<file path="config.mk">
export PLATFORM = sky130hd
export DESIGN_NAME = shift_serializer_tx_flat
export DESIGN_NICKNAME = d
export VERILOG_FILES = /design/src/rtl/shift_serializer_tx_pkg.sv /design/src/rtl/shift_serializer_tx_if.sv /design/src/rtl/shift_serializer_tx_bit_counter.sv /design/src/rtl/shift_serializer_tx.sv /design/src/flat_wrapper.sv
export SDC_FILE = /design/constraint.sdc
export NUM_CORES = 1
export LEC_CHECK = 0
export BUFFER_PORTS_ARGS = -buffer_cell sky130_fd_sc_hd__buf_2
export CELL_PAD_IN_SITES_DETAIL_PLACEMENT = 1
export CELL_PAD_IN_SITES_GLOBAL_PLACEMENT = 2
export CORE_MARGIN = 4
export CORE_UTILIZATION = 30
export DETAILED_ROUTE_END_ITERATION = 10
export PLACE_DENSITY = 0.85
export SLEW_MARGIN = 30
export SYNTH_ARGS = -nofsm -noshare
export SYNTH_HDL_FRONTEND = slang
export SYNTH_SLANG_ARGS = --single-unit
</file>
<file path="constraint.sdc">
create_clock -name clk -period 2.15 [get_ports clk]
set_input_delay 0.645 -clock clk [delete_from_list [all_inputs] [get_ports clk]]
set_output_delay 0.645 -clock clk [all_outputs]
set_load 0.005 [all_outputs]
</file>
<file path="src/rtl/shift_serializer_tx_pkg.sv">
// Shared types and helpers for the shift serializer transmitter.
package ser_pkg;

    typedef enum logic {
        ST_IDLE  = 1'b0,
        ST_SHIFT = 1'b1
    } state_t;

    localparam logic DIR_MSB_FIRST = 1'b0;
    localparam logic DIR_LSB_FIRST = 1'b1;

    // Bit counter width for an N-bit word: $clog2(N+1), which also covers the parity slot.
    function automatic int unsigned cnt_width(input int unsigned n);
        return (n + 1 <= 2) ? 1 : $clog2(n + 1);
    endfunction

endpackage

</file>
<file path="src/rtl/shift_serializer_tx_if.sv">
// Parallel-load handshake and serial output bundle for shift_serializer_tx.
interface shift_serializer_tx_if #(
    parameter int unsigned N = 8
);
    logic [N-1:0] din;
    logic         din_valid;
    logic         din_ready;
    logic         dir;
    logic         sout;
    logic         sout_valid;
    logic         sout_last;

    modport master (
        output din, din_valid, dir,
        input  din_ready, sout, sout_valid, sout_last
    );

    modport slave (
        input  din, din_valid, dir,
        output din_ready, sout, sout_valid, sout_last
    );
endinterface

</file>
<file path="src/rtl/shift_serializer_tx_bit_counter.sv">
// Frame bit counter: cleared on load, advanced on enable, flags the final bit slot.
module ser_bit_counter #(
    parameter int unsigned FRAME_LEN = 8,
    parameter int unsigned CW        = 4
) (
    input  logic          clk,
    input  logic          reset,
    input  logic          load,
    input  logic          enable,
    output logic [CW-1:0] count,
    output logic          last
);

    always_ff @(posedge clk) begin
        if (!reset) begin
            count <= '0;
        end else if (load) begin
            count <= '0;
        end else if (enable) begin
            count <= count + CW'(1);
        end
    end

    assign last = (count == CW'(FRAME_LEN - 1));

endmodule

</file>
<file path="src/rtl/shift_serializer_tx.sv">
// Parallel-in/serial-out transmitter with per-word direction select.
// Optional even-parity trailer bit when SHIFT_SERIALIZER_PARITY_EN is defined.
module shift_serializer_tx
    import ser_pkg::*;
#(
    parameter int unsigned N = 8
) (
    input  logic                 clk,
    input  logic                 reset,
    input  logic                 shift_en,
    output logic                 busy,
    shift_serializer_tx_if.slave bus
);

`ifdef SHIFT_SERIALIZER_PARITY_EN
    localparam int unsigned FRAME_LEN = N + 1;
`else
    localparam int unsigned FRAME_LEN = N;
`endif
    localparam int unsigned CW = cnt_width(N);

    state_t         state, state_nx;
    logic [N-1:0]   sreg;
    logic           dir_q;
    logic           load, adv;
    logic [CW-1:0]  count;
    logic           last;
    logic           data_bit;
    logic           par_bit;

    ser_bit_counter #(
        .FRAME_LEN (FRAME_LEN),
        .CW        (CW)
    ) u_cnt (
        .clk    (clk),
        .reset  (reset),
        .load   (load),
        .enable (adv),
        .count  (count),
        .last   (last)
    );

    always_ff @(posedge clk) begin
        if (!reset) begin
            state <= ST_IDLE;
            sreg  <= '0;
            dir_q <= DIR_MSB_FIRST;
        end else begin
            state <= state_nx;
            if (load) begin
                sreg  <= bus.din;
                dir_q <= bus.dir;
            end else if (adv) begin
                if (dir_q == DIR_MSB_FIRST) sreg <= {sreg[N-2:0], 1'b0};
                else                        sreg <= {1'b0, sreg[N-1:1]};
            end
        end
    end

`ifdef SHIFT_SERIALIZER_PARITY_EN
    logic par_q;

    always_ff @(posedge clk) begin
        if (!reset)    par_q <= 1'b0;
        else if (load) par_q <= ^bus.din;
    end

    assign par_bit = par_q;
`else
    assign par_bit = 1'b0;
`endif

    assign data_bit = (dir_q == DIR_MSB_FIRST) ? sreg[N-1] : sreg[0];

    always_comb begin
        state_nx       = state;
        load           = 1'b0;
        adv            = 1'b0;
        busy           = 1'b0;
        bus.din_ready  = 1'b0;
        bus.sout       = 1'b0;
        bus.sout_valid = 1'b0;
        bus.sout_last  = 1'b0;
        case (state)
            ST_IDLE: begin
                bus.din_ready = 1'b1;
                if (bus.din_valid) begin
                    load     = 1'b1;
                    state_nx = ST_SHIFT;
                end
            end
            ST_SHIFT: begin
                busy           = 1'b1;
                bus.sout_valid = 1'b1;
                bus.sout_last  = last;
                // Slots past the N data bits can only be the parity trailer.
                bus.sout       = (count < CW'(N)) ? data_bit : par_bit;
                if (shift_en) begin
                    if (last) begin
                        // Final bit frees the slot: accept the next word with no gap cycle.
                        bus.din_ready = 1'b1;
                        if (bus.din_valid) load = 1'b1;
                        else               state_nx = ST_IDLE;
                    end else begin
                        adv = 1'b1;
                    end
                end
            end
            default: state_nx = ST_IDLE;
        endcase
    end

endmodule
</file>
<file path="src/flat_wrapper.sv">
// flat-port wrapper written by rule: the top's interface ports become plain ports
module shift_serializer_tx_flat import ser_pkg::*;
#(
    parameter int unsigned N = 8
)
  (clk, reset, shift_en, busy, bus_din, bus_din_valid, bus_dir, bus_din_ready, bus_sout, bus_sout_valid, bus_sout_last);
  shift_serializer_tx_if #(.N(N)) bus_i ();
  input  logic clk;
  input  logic reset;
  input  logic shift_en;
  output logic busy;
  input wire logic [$bits(bus_i.din)-1:0] bus_din;
  input wire logic [$bits(bus_i.din_valid)-1:0] bus_din_valid;
  input wire logic [$bits(bus_i.dir)-1:0] bus_dir;
  output wire logic [$bits(bus_i.din_ready)-1:0] bus_din_ready;
  output wire logic [$bits(bus_i.sout)-1:0] bus_sout;
  output wire logic [$bits(bus_i.sout_valid)-1:0] bus_sout_valid;
  output wire logic [$bits(bus_i.sout_last)-1:0] bus_sout_last;
  assign bus_i.din = bus_din;
  assign bus_i.din_valid = bus_din_valid;
  assign bus_i.dir = bus_dir;
  assign bus_din_ready = bus_i.din_ready;
  assign bus_sout = bus_i.sout;
  assign bus_sout_valid = bus_i.sout_valid;
  assign bus_sout_last = bus_i.sout_last;
  shift_serializer_tx #(.N(N)) u_core (.clk(clk), .reset(reset), .shift_en(shift_en), .busy(busy), .bus(bus_i));
endmodule
</file>
* Word-level counts from Yosys, hierarchy flattened *
Cells that the tools add are included.
W data, S select, Z words.

word-level totals
  output and inout bits = 5
  word-level logic and storage cells = 32
  flip-flop bits (word level) = 14

cells by class
  bitwise logic cells = 2
  equality and inequality tests = 1
  $add $sub $neg = 1
  order comparisons = 1
  muxes and demuxes = 21
  reductions and logical operators = 2

operators with widths
  cell                   number
  $mux W8                3
  $mux W1                15
  $pmux W1 S2            3
  $add A4 B1 Y4 const B  1
  $eq A4 B3 Y1 const B   1
  $lt A4 B4 Y1 const B   1
  $not A1 Y1             2
  $reduce_bool A2 Y1     1
  $reduce_or A2 Y1       1

* Logic depth before layout (Yosys ltp) *
Gate-level depths: netlist (run 1).

  depth in word-level cells = 6
  mapped depth = 5

* Cells and area by module *
From an unflattened synthesis (run 1), not the netlist that was laid out.

unflattened totals
  cell total of the unflattened synthesis = 76
  area, all modules = 760.7 um^2

by module, submodules not included
  module               area an instance (um^2)  instances  cells an instance  sequential area each (um^2)
  shift_serializer_tx  569.3                    1          58                 200.2
  ser_bit_counter      191.4                    1          18                 80.1

* Worst setup path before layout (run 1) *
OpenSTA, ideal clock, no wires.

  path kind = reg2out
  from = register u_core.u_cnt.count[0]
  to = output bus_sout_last
  cell stages (with the launch flop) = 5
  path slack = 0.416 ns
  required time = 1.505 ns
  data arrival time = 1.089 ns
  path buffers = 1
  cells stage by stage = dfxtp_1 > ha_1 > and3b_1 > buf_2 > and2_1

on the way
  word-level cells in the longest chain between the ends = 2

RTL lines
  what                    line                                   text
  start, declared         shift_serializer_tx_bit_counter.sv:10  output logic [CW-1:0] count,
  start signal, assigned  shift_serializer_tx_bit_counter.sv:20  count <= count + CW'(1);
  $eq A4 B3 Y1            shift_serializer_tx_bit_counter.sv:24  assign last = (count == CW'(FRAME_LEN - 1));
  $mux W1                 shift_serializer_tx.sv:84              case (state)
  end, declared           flat_wrapper.sv:18                     output wire logic [$bits(bus_i.sout_last)-1:0] bus_sout_last;

No other way between the ends.

* Final worst setup path (run 1) *
Same ends and word-level chain as after synthesis.

==> out/metrics.cfg, run 1 <==
[timing]
rsz0062_at_grt=false
fmax_mhz=493.1
tightest_slew_ns=0.3591
min_period_ns=2.028
post-route-period-util_pct=94.33
hold_viol=0
hold_ws_ns=0.5236
relSlewSlack_pct=76.06
drv_slew=0
tns_ns=0
setup_viol=0
finalClockSkew_ns=0.007058

[logic_synthesis]
synth-seq-cells=14
synthesis.area_um2=735.7
yosys.area.top_type_share_pct=38.10
synth.distinct_cells=30
ys_top_cells_by_area=dfxtp_1 38%, mux2i_1 11%, a221o_1 9.5%, nor3_1 5.4%, nand2_1 3.1%
netlist_instances=79
synth_area_per_cell_um2=9.313
ys_seq_area_share_pct=38.10
synth_fp_nets=93
yosys.area.top_type=dfxtp_1
yosys_warnings=0

[routing]
ant_nets=0
drcViolationCount=0
drt-total-wl_um=1906
drtIter0Drc=1
dr.pass1.iters=2
vias=688
viasPerCell=5.417
wire_per_inst_um=15.01

[die]
die_area_um2=3309
io_pins=18
coreArea_um2=2276
fp.dieW_um=57.52
die_h_um=57.52
start_util_pct=32.33
rows=17

[flow_run]
maxCapViolations=0

[global_routing]
grt_overflow_total=0
first_global_vias=720
antenna_found_initial=0
grt_use_total_pct=12.31
grt_max_degree=13
grt_pass1_wl_um=3201

[pwr]
ir_drop_uv=394.9
finalPower_w=0.0005061
p_leak_nw=0.3401
powerDensity_nw_per_um2=571.4

[clocking]
path_clk_slew_ns=0.08
cts-root-buf=clkbuf_4
clock_path_buffers=2
cts_hold_buffers=0
clk_latency_ns=0.27
numCtsBuffers=3
cts_tree=done
clock_sinks=14
post_cts_buffers=0
cts_htree_levels=1
cts.repair.resized=0

[finish]
area_growth_pct=20.41
finalInstanceArea_um2=885.9
nets=115
n_antenna_cell=0
drive_gt1_share_pct=27.27
fin_util_pct=38.92

[placed_design]
io_buffers=17
place_area_um2=863.3
dp_hpwl_um=1477
routabilityCongestion=0.6933

[worst_setup_path]
cp-end-kind=output pin
critPathRequiredTime_ns=1.50
regToRegSetupSlack_ns=0.48
cp.arrival_ns=1.38
worst-setup-path-type=reg -> out
setup.worst_path.start_class=flip-flop
crit_path_max_fanout=5

[worst_hold_path]
hp-class=reg -> reg

[outcome]
outcome=completed

per-stage QoR:
stage,instances,setup WS [ns]
after floorplan,79,0.4157
after CTS,127,0.1062
after global routing,127,0.01946
final,127,0.1219
after detailed placement,124,0.3327
after global placement,124,0.3703
metal layers:
layer,up-vias,wire (µm),GRT usage (%)
met4,0,18,1.987
met5,-,0,0
met2,9,967,22.42
met1,328,875,14.02
li1,349,-,-
met3,2,45,4.072
sequential cells by signal (all words and copies together) (netlist names):
signal and flops:
u_core.sreg 8, u_core.dir_q 1, u_core.u_cnt.count 4, u_core.state 1
cell families after synthesis:
group	Yosys count	synth area share, %
buffers and inverters	6	4.082
and+or+nand+nor	29	22.11
muxes	9	12.42
DFF	14	38.10
AOI/OAI and AO/OA	20	21.60
adders and majority gates	1	1.700
where the power goes:
part / internal [W] / switching, W / total [W]
registers: 0.000273 / 0.0000139 / 0.000287
clock network: 0.0000647 / 0.0000787 / 0.000143
logic: 0.0000388 / 0.0000371 / 0.0000758
total: 0.000377 / 0.000130 / 0.000506
final timing paths:
| check | from | end | cells after the start |
|---|---|---|---|
| worst max register to register | u_core.u_cnt.count[0] | u_core.u_cnt.count[0] | 5 |
| worst min register to register | u_core.sreg[3] | u_core.sreg[3] | 1 |
| worst min-delay path | u_core.sreg[3] | u_core.sreg[3] | 1 |
| worst max-delay path | u_core.u_cnt.count[0] | bus_sout_last | 4 |
synthesized netlist by cell type, drive strengths merged:
| library cell | count |
|---|---|
| a2111oi | 1 |
| a211oi | 3 |
| a21boi | 1 |
| a21oi | 4 |
| a221o | 7 |
| a31oi | 1 |
| and2 | 1 |
| and3b | 1 |
| buf | 4 |
| dfxtp | 14 |
| ha | 1 |
| inv | 2 |
| mux2 | 1 |
| mux2i | 8 |
| nand2 | 6 |
| nand3 | 3 |
| nand4b | 1 |
| nand4bb | 1 |
| nor2 | 2 |
| nor2b | 1 |
| nor3 | 8 |
| nor3b | 1 |
| nor4 | 1 |
| o21ai | 3 |
| or3 | 1 |
| or3b | 1 |
| or4 | 1 |
worst max-delay path: stages (launching register included):
cell and delay (ns):
dfxtp_1 0.35, ha_1 0.26, and3b_1 0.22, and2_1 0.16, buf_2 0.12
cells in the final DEF (no fill, tap or decap), types with 2 or more instances in the layout:
| master | instances |
|---|---|
| buf_2 | 17 |
| inv_1 | 2 |
| o21ai_0 | 3 |
| a21oi_1 | 3 |
| nor3_1 | 8 |
| a221o_1 | 7 |
| mux2i_1 | 8 |
| nand2_1 | 6 |
| clkbuf_4 | 3 |
| nand3_1 | 3 |
| buf_4 | 4 |
| a211oi_1 | 2 |
| dfxtp_1 | 14 |
| nor2_1 | 2 |
cell type report:
cell class	instances	area (µm²)
Clock buffer	3	22.52
Fill cell	275	1390
Inverter	2	7.507
Multi-Input combinational cell	59	425.4
Sequential cell	14	280.3
Tap cell	28	35.03
Timing Repair Buffer	21	115.1
Power figures use the tool's default switching activity.
==> inputs of run 2 (changes only) <==
Settings changed: SETUP_SLACK_MARGIN from default to 0.2.
==> run 2 against run 1 <==
Worst setup slack improved by 0.10 ns. Register-to-register slack improved by 0.08 ns. Hold slack about the same. Final cell count grew 0.79%. Power is 0.43% higher. Critical path depth did not move. Maximum frequency increased by 5.4%.
==> out/metrics.cfg, run 2 (synthesis results as in run 1) <==
[outcome]
outcome=completed

[flow_run]
maxCapViolations=0  ; unchanged

[worst_setup_path]
path_buf_inv=1  ; unchanged
r2r_end=u_core.u_cnt.count[1]
setup.worst_path.start_class=flip-flop
regToRegSetupSlack_ns=0.56  ; +0.08 ns
max_stage_delay_ns=0.36  ; about the same
worstPathCellList=ha_4 > and3b_1 > and2_1 > buf_2
cp-end-kind=output pin
reg2regPathDepth=5  ; unchanged
crit_path_max_fanout=5  ; unchanged
crit_slowest_cell=dfxtp_2
cp.arrival_ns=1.28  ; -0.10 ns
cp_top_family=flip-flops
rr_startpoint=u_core.u_cnt.count[0]
critPathRequiredTime_ns=1.50  ; about the same
worst-setup-path-type=reg -> out

[clocking]
cts_tree=done
path_clk_slew_ns=0.09  ; about the same
clock_path_buffers=2  ; unchanged
cts_htree_levels=1  ; unchanged
cts_hold_buffers=0  ; unchanged
numCtsBuffers=3  ; unchanged
cts-root-buf=clkbuf_4
clk_latency_ns=0.27  ; about the same
clock_sinks=14  ; unchanged

[timing]
drv_slew=0  ; unchanged
relSlewSlack_pct=75.86  ; -0.20 points
post-route-period-util_pct=89.51  ; -4.8 points
hold_viol=0  ; unchanged
fmax_mhz=519.7  ; +5.4%
finalClockSkew_ns=0.007465  ; +0.0004074 ns
tns_ns=0  ; unchanged
hold_ws_ns=0.5240  ; +0.0003720 ns
min_period_ns=1.924  ; -0.1037 ns
rsz0062_at_grt=true
tightest_slew_ns=0.3622  ; +0.003011 ns
setup_viol=0  ; unchanged

[routing]
dr.pass1.iters=4  ; +2
wire_per_inst_um=15.06  ; +0.36%
drcViolationCount=0  ; unchanged
drtIter0Drc=7  ; +6
drt-total-wl_um=1928  ; +1.2%
vias=673  ; -2.2%
viasPerCell=5.258  ; -2.9%
ant_nets=0  ; unchanged

[pwr]
ir_drop_uv=383.0  ; -3.0%
powerDensity_nw_per_um2=559.6  ; -2.1%
p_leak_nw=0.3424  ; +0.69%

[finish]
n_antenna_cell=0  ; unchanged
area_growth_pct=23.47
layout.cells.most_common=buf_2
largest_registers=u_core.sreg x8, u_core.u_cnt.count x4
largest_reg_flops=8  ; unchanged
final_cell_mix=17 x buf_2, 12 x dfxtp_1, 8 x mux2i_1, 8 x nor3_1, 7 x a221o_1
n_fill_cell=274  ; -0.36%
drive_gt1_share_pct=31.00  ; +3.7 points
top_register=u_core.sreg
nets=116  ; +0.87%
final_cells=128  ; +0.79%

[global_routing]
grt_max_degree=13  ; unchanged
grt_pass1_wl_um=3208  ; +0.22%
antenna_found_initial=0  ; unchanged
grt_use_total_pct=12.36  ; +0.046 points
first_global_vias=721  ; +0.14%
grt_overflow_total=0  ; unchanged

[placed_design]
routabilityCongestion=0.6933  ; unchanged
dp_hpwl_um=1477  ; unchanged
placed_cells=124  ; unchanged
io_buffers=17  ; unchanged

[die]
io_pins=18  ; unchanged
coreArea_um2=2276  ; unchanged
die_h_um=57.52  ; unchanged
fp.dieW_um=57.52  ; unchanged
rows=17  ; unchanged
die_area_um2=3309  ; unchanged
start_util_pct=32.33  ; unchanged

[worst_hold_path]
hp-class=reg -> reg
min_from=u_core.sreg[3]
holdPathEnd=u_core.sreg[3]
min_path_cells=1  ; unchanged

-- run 2: metrics by stage --
step                      setup slack, ns  cell area, µm²  power (W)  util [%]
final                              0.2256           908.4  0.0005083     39.91
after global routing               0.1525           908.4  0.0005431     39.91
after floorplan                    0.4157           735.7  0.0003364         -
after detailed placement           0.3327           863.3  0.0003702     37.93
after CTS                          0.2143           899.6  0.0005175     39.53
after global placement             0.3703           863.3  0.0003675     37.93
-- run 2: area by class of cell --
class / count / area (µm²) / share of cell area (%)
flip-flops and latches: 14 / 282.8 / 31.13
multi-input cells: 59 / 437.9 / 48.21
clock buffers: 3 / 22.52 / 2.479
well taps: 28 / 35.03 / 3.857
repair buffers: 22 / 122.6 / 13.50
inverters: 2 / 7.507 / 0.8264
-- run 2: routing by layer --
metal / GRT usage [%] / share of wire, % / vias up / wire length (µm)
met5: 0 / 0 / - / 0
li1: - / - / 348 / -
met1: 14.15 / 46 / 316 / 881
met4: 1.987 / 0.88 / 0 / 17
met3: 4.072 / 2.3 / 2 / 44
met2: 22.42 / 51 / 7 / 984
-- run 2: how the worst max path moves through the flow --
stage	cells past startpoint	end	start	slack [ns]
after floorplan	4	bus_sout_last	u_core.u_cnt.count[0]	0.42
after global placement	4	bus_din_ready	shift_en	0.37
after detailed placement	4	bus_din_ready	shift_en	0.33
after CTS	4	bus_sout_last	u_core.u_cnt.count[0]	0.21
after global routing	4	bus_sout_last	u_core.u_cnt.count[0]	0.15
final	4	bus_sout_last	u_core.u_cnt.count[0]	0.23
-- run 2: where the power goes --
group	internal, W	switching, W
combinational	0.0000390	0.0000371
sequential	0.000273	0.0000144
clock	0.0000647	0.0000799
total	0.000377	0.000131
-- run 2: timing repair --
item	in CTS	in global routing
endpoints found under the hold margin	0	0
setup endpoints to repair	2	2
setup buffers	0	1
resized for setup	3	1
==> inputs of run 3 (changes only) <==
Settings changed: ABC_AREA from default to 1, CORE_ASPECT_RATIO from default to 2, CORE_UTILIZATION 30 to 27.
==> run 3 against run 2 <==
First-iteration DRC count rose by 100%. Worst setup slack improved by 0.056 ns. Utilization fell by 7.9 points.
==> out/metrics.cfg, run 3 <==
[finish]
top_register=u_core.sreg
largest_registers=u_core.sreg x8, u_core.u_cnt.count x4
largest_reg_flops=8  ; unchanged
area_growth_pct=15.51
layout.cells.most_common=nand2_1
finalInstanceArea_um2=940.9  ; +3.6%
nets=154  ; +33%
drive_gt1_share_pct=20.29  ; -11 points
final_cell_mix=27 x nand2_1, 20 x nand3_1, 19 x inv_1
n_antenna_cell=0  ; unchanged
n_fill_cell=400  ; +46%

[die]
start_util_pct=27.68  ; -4.6 points
coreArea_um2=2943  ; +29%
fp.dieW_um=46.84  ; -19%
io_pins=18  ; unchanged
rows=28  ; +11
die_h_um=85.68  ; +49%
die_area_um2=4013  ; +21%

[logic_synthesis]
synthesis.area_um2=814.5  ; +11%
ys_seq_area_share_pct=34.41  ; -3.7 points
synth_area_per_cell_um2=6.676  ; -28%
synth_top_family_by_area=simple AND/OR/NAND/NOR gates
synth.most_common_cell=nand2_1
synth-compound-area-share_pct=11.37  ; -10 points
synth_fp_nets=136  ; +46%
netlist_instances=122  ; +54%
synthXorXnorAreaFrac_pct=3.226  ; +3.2 points
synth_fa_ha_area_share_pct=1.536  ; -0.16 points
synthArstFlopShare_pct=0  ; unchanged
synth-seq-cells=14  ; unchanged
synth-main-ff-cell=dfxtp_1
synthSimpleGateAreaFrac_pct=31.95  ; +9.8 points
synth-edff-count=0  ; unchanged
synth.distinct_cells=18  ; -40%
synthTopCellsByCount=27 x nand2_1, 20 x nand3_1, 19 x inv_1
yosys.area.top_type=dfxtp_1
yosys.area.top_type_share_pct=34.41  ; -3.7 points
ys_top_cells_by_area=dfxtp_1 34%, nand2_1 12%, nand3_1 12%, inv_1 8.8%, a21oi_1 6.1%
post_synth_mux_area_share_pct=0  ; -12 points
yosys_warnings=0  ; unchanged

[routing]
wire_per_inst_um=14.30  ; -5.1%
drcViolationCount=0  ; unchanged
vias=835  ; +24%
ant_nets=0  ; unchanged
drt-total-wl_um=2402  ; +25%
drtIter0Drc=14  ; +7
viasPerCell=4.970  ; -5.5%
dr.pass1.iters=4  ; unchanged

[pwr]
ir_drop_uv=237.8  ; -38%
powerDensity_nw_per_um2=632.7  ; +13%
p_leak_nw=0.4321  ; +26%

[clocking]
cts-root-buf=clkbuf_8
numCtsBuffers=3  ; unchanged
cts_tree=done
cts_hold_buffers=0  ; unchanged
path_clk_slew_ns=0.06  ; -0.03 ns
cts_htree_levels=1  ; unchanged
clk_latency_ns=0.24  ; -0.03 ns
clock_path_buffers=2  ; unchanged
clock_sinks=14  ; unchanged

[global_routing]
antenna_found_initial=0  ; unchanged
grt_pass1_wl_um=4008  ; +25%
grt_max_degree=16  ; +3
grt_use_total_pct=13.65  ; +1.3 points
first_global_vias=910  ; +26%
grt_overflow_total=0  ; unchanged

[timing]
fmax_mhz=535.3  ; +3.0%
relSlewSlack_pct=72.95  ; -2.9 points
post-route-period-util_pct=86.89  ; -2.6 points
drv_slew=0  ; unchanged
rsz0062_at_grt=false
min_period_ns=1.868  ; -0.05621 ns
setup_viol=0  ; unchanged
tightest_slew_ns=0.4048  ; +0.04260 ns
finalClockSkew_ns=0.002486  ; -0.004979 ns
hold_viol=0  ; unchanged
tns_ns=0  ; unchanged

[worst_setup_path]
crit_path_max_fanout=3  ; -2
worst-setup-path-type=reg -> out
setup.worst_path.start_class=flip-flop
cp-end-kind=output pin
critPathRequiredTime_ns=1.50  ; about the same
cp.arrival_ns=1.22  ; -0.06 ns

[flow_run]
maxCapViolations=0  ; unchanged

[worst_hold_path]
hp-class=reg -> reg

[placed_design]
dp_hpwl_um=1814  ; +23%
routabilityCongestion=0.7385  ; +6.5%
place_area_um2=877.1  ; +1.6%
io_buffers=17  ; unchanged

[outcome]
outcome=completed

[run 3: changes by cell type in the layout (fill, tap and decap cells not counted), moves of 3 or more]
cell | previous run | this run
inv_1 | 2 | 19
mux2i_1 | 8 | 0
o21ai_0 | 3 | 7
a221o_1 | 7 | 0
clkbuf_4 | 3 | 0
a21oi_1 | 3 | 10
clkbuf_8 | 0 | 3
xor2_1 | 0 | 3
nand2_1 | 6 | 27
nor2_1 | 2 | 8
nand3_1 | 3 | 20
nor3_1 | 8 | 0
[run 3: per-layer routing]
| layer | vias to the layer above | track usage [%] | part of all wire [%] |
|---|---|---|---|
| met5 | - | 0 | 0 |
| met4 | 0 | 6.297 | 2.1 |
| met3 | 4 | 2.101 | 4.0 |
| met2 | 16 | 25.40 | 58 |
| met1 | 397 | 13.41 | 36 |
| li1 | 418 | - | - |
[run 3: cell families (layout without fill, tap and decap cells)]
kind of cell / count (synthesis) / count (layout)
flops: 14 / 14
compound gates: 18 / 18
fa+ha+maj: 1 / 1
xor+xnor: 3 / 3
buf+inv: 27 / 43
simple gates: 59 / 59
[run 3: worst paths after layout]
check	start	endpoint	slack, ns	depth (start not counted)
worst max-delay path	u_core.u_cnt.count[0]	bus_din_ready	0.28	4
worst min-delay path	u_core.u_cnt.count[1]	u_core.u_cnt.count[1]	0.50	2
worst max register to register	u_core.u_cnt.count[0]	u_core.sreg[7]	0.42	9
worst min register to register	u_core.u_cnt.count[1]	u_core.u_cnt.count[1]	0.50	2
[run 3: through the flow]
step | worst slack (ns) | std cells | total power [W] | util [%] | hold WS, ns
floorplan | 0.5607 | 122 | 0.0003553 | - | 0.4608
global placement | 0.2900 | 163 | 0.0003765 | 29.80 | 0.4770
detailed placement | 0.2430 | 163 | 0.0003806 | 29.80 | 0.4949
CTS | 0.2695 | 168 | 0.0006043 | 31.89 | 0.5035
global route | 0.2176 | 168 | 0.0006283 | 31.97 | 0.5194
finish | 0.2818 | 168 | 0.0005953 | 31.97 | 0.4953
[run 3: repair_timing]
item | in CTS | in global routing
setup buffers | 2 | 0
pin swaps | 1 | 0
setup endpoints to repair | 1 | 1
gates resized for setup | 1 | 1
[run 3: power breakdown]
| part | internal, W | switching [W] | total (W) |
|---|---|---|---|
| combinational | 0.0000365 | 0.0000578 | 0.0000943 |
| clock | 0.000124 | 0.0000922 | 0.000216 |
| sequential | 0.000273 | 0.0000120 | 0.000285 |
[run 3: area by class of cell]
type / instances / area (µm²) / area share, %
Clock buffer: 3 / 41.29 / 4.388
Inverter: 20 / 75.07 / 7.979
Multi-Input combinational cell: 81 / 399.1 / 42.42
Sequential cell: 14 / 280.3 / 29.79
Tap cell: 30 / 37.54 / 3.989
Timing Repair Buffer: 20 / 107.6 / 11.44
[run 3: worst max-delay path, cell delays in order, from the launching register on]
cell and delay, ns:
dfxtp_1 0.38, ha_2 0.22, nand4_1 0.16, nand2_4 0.11, buf_2 0.11
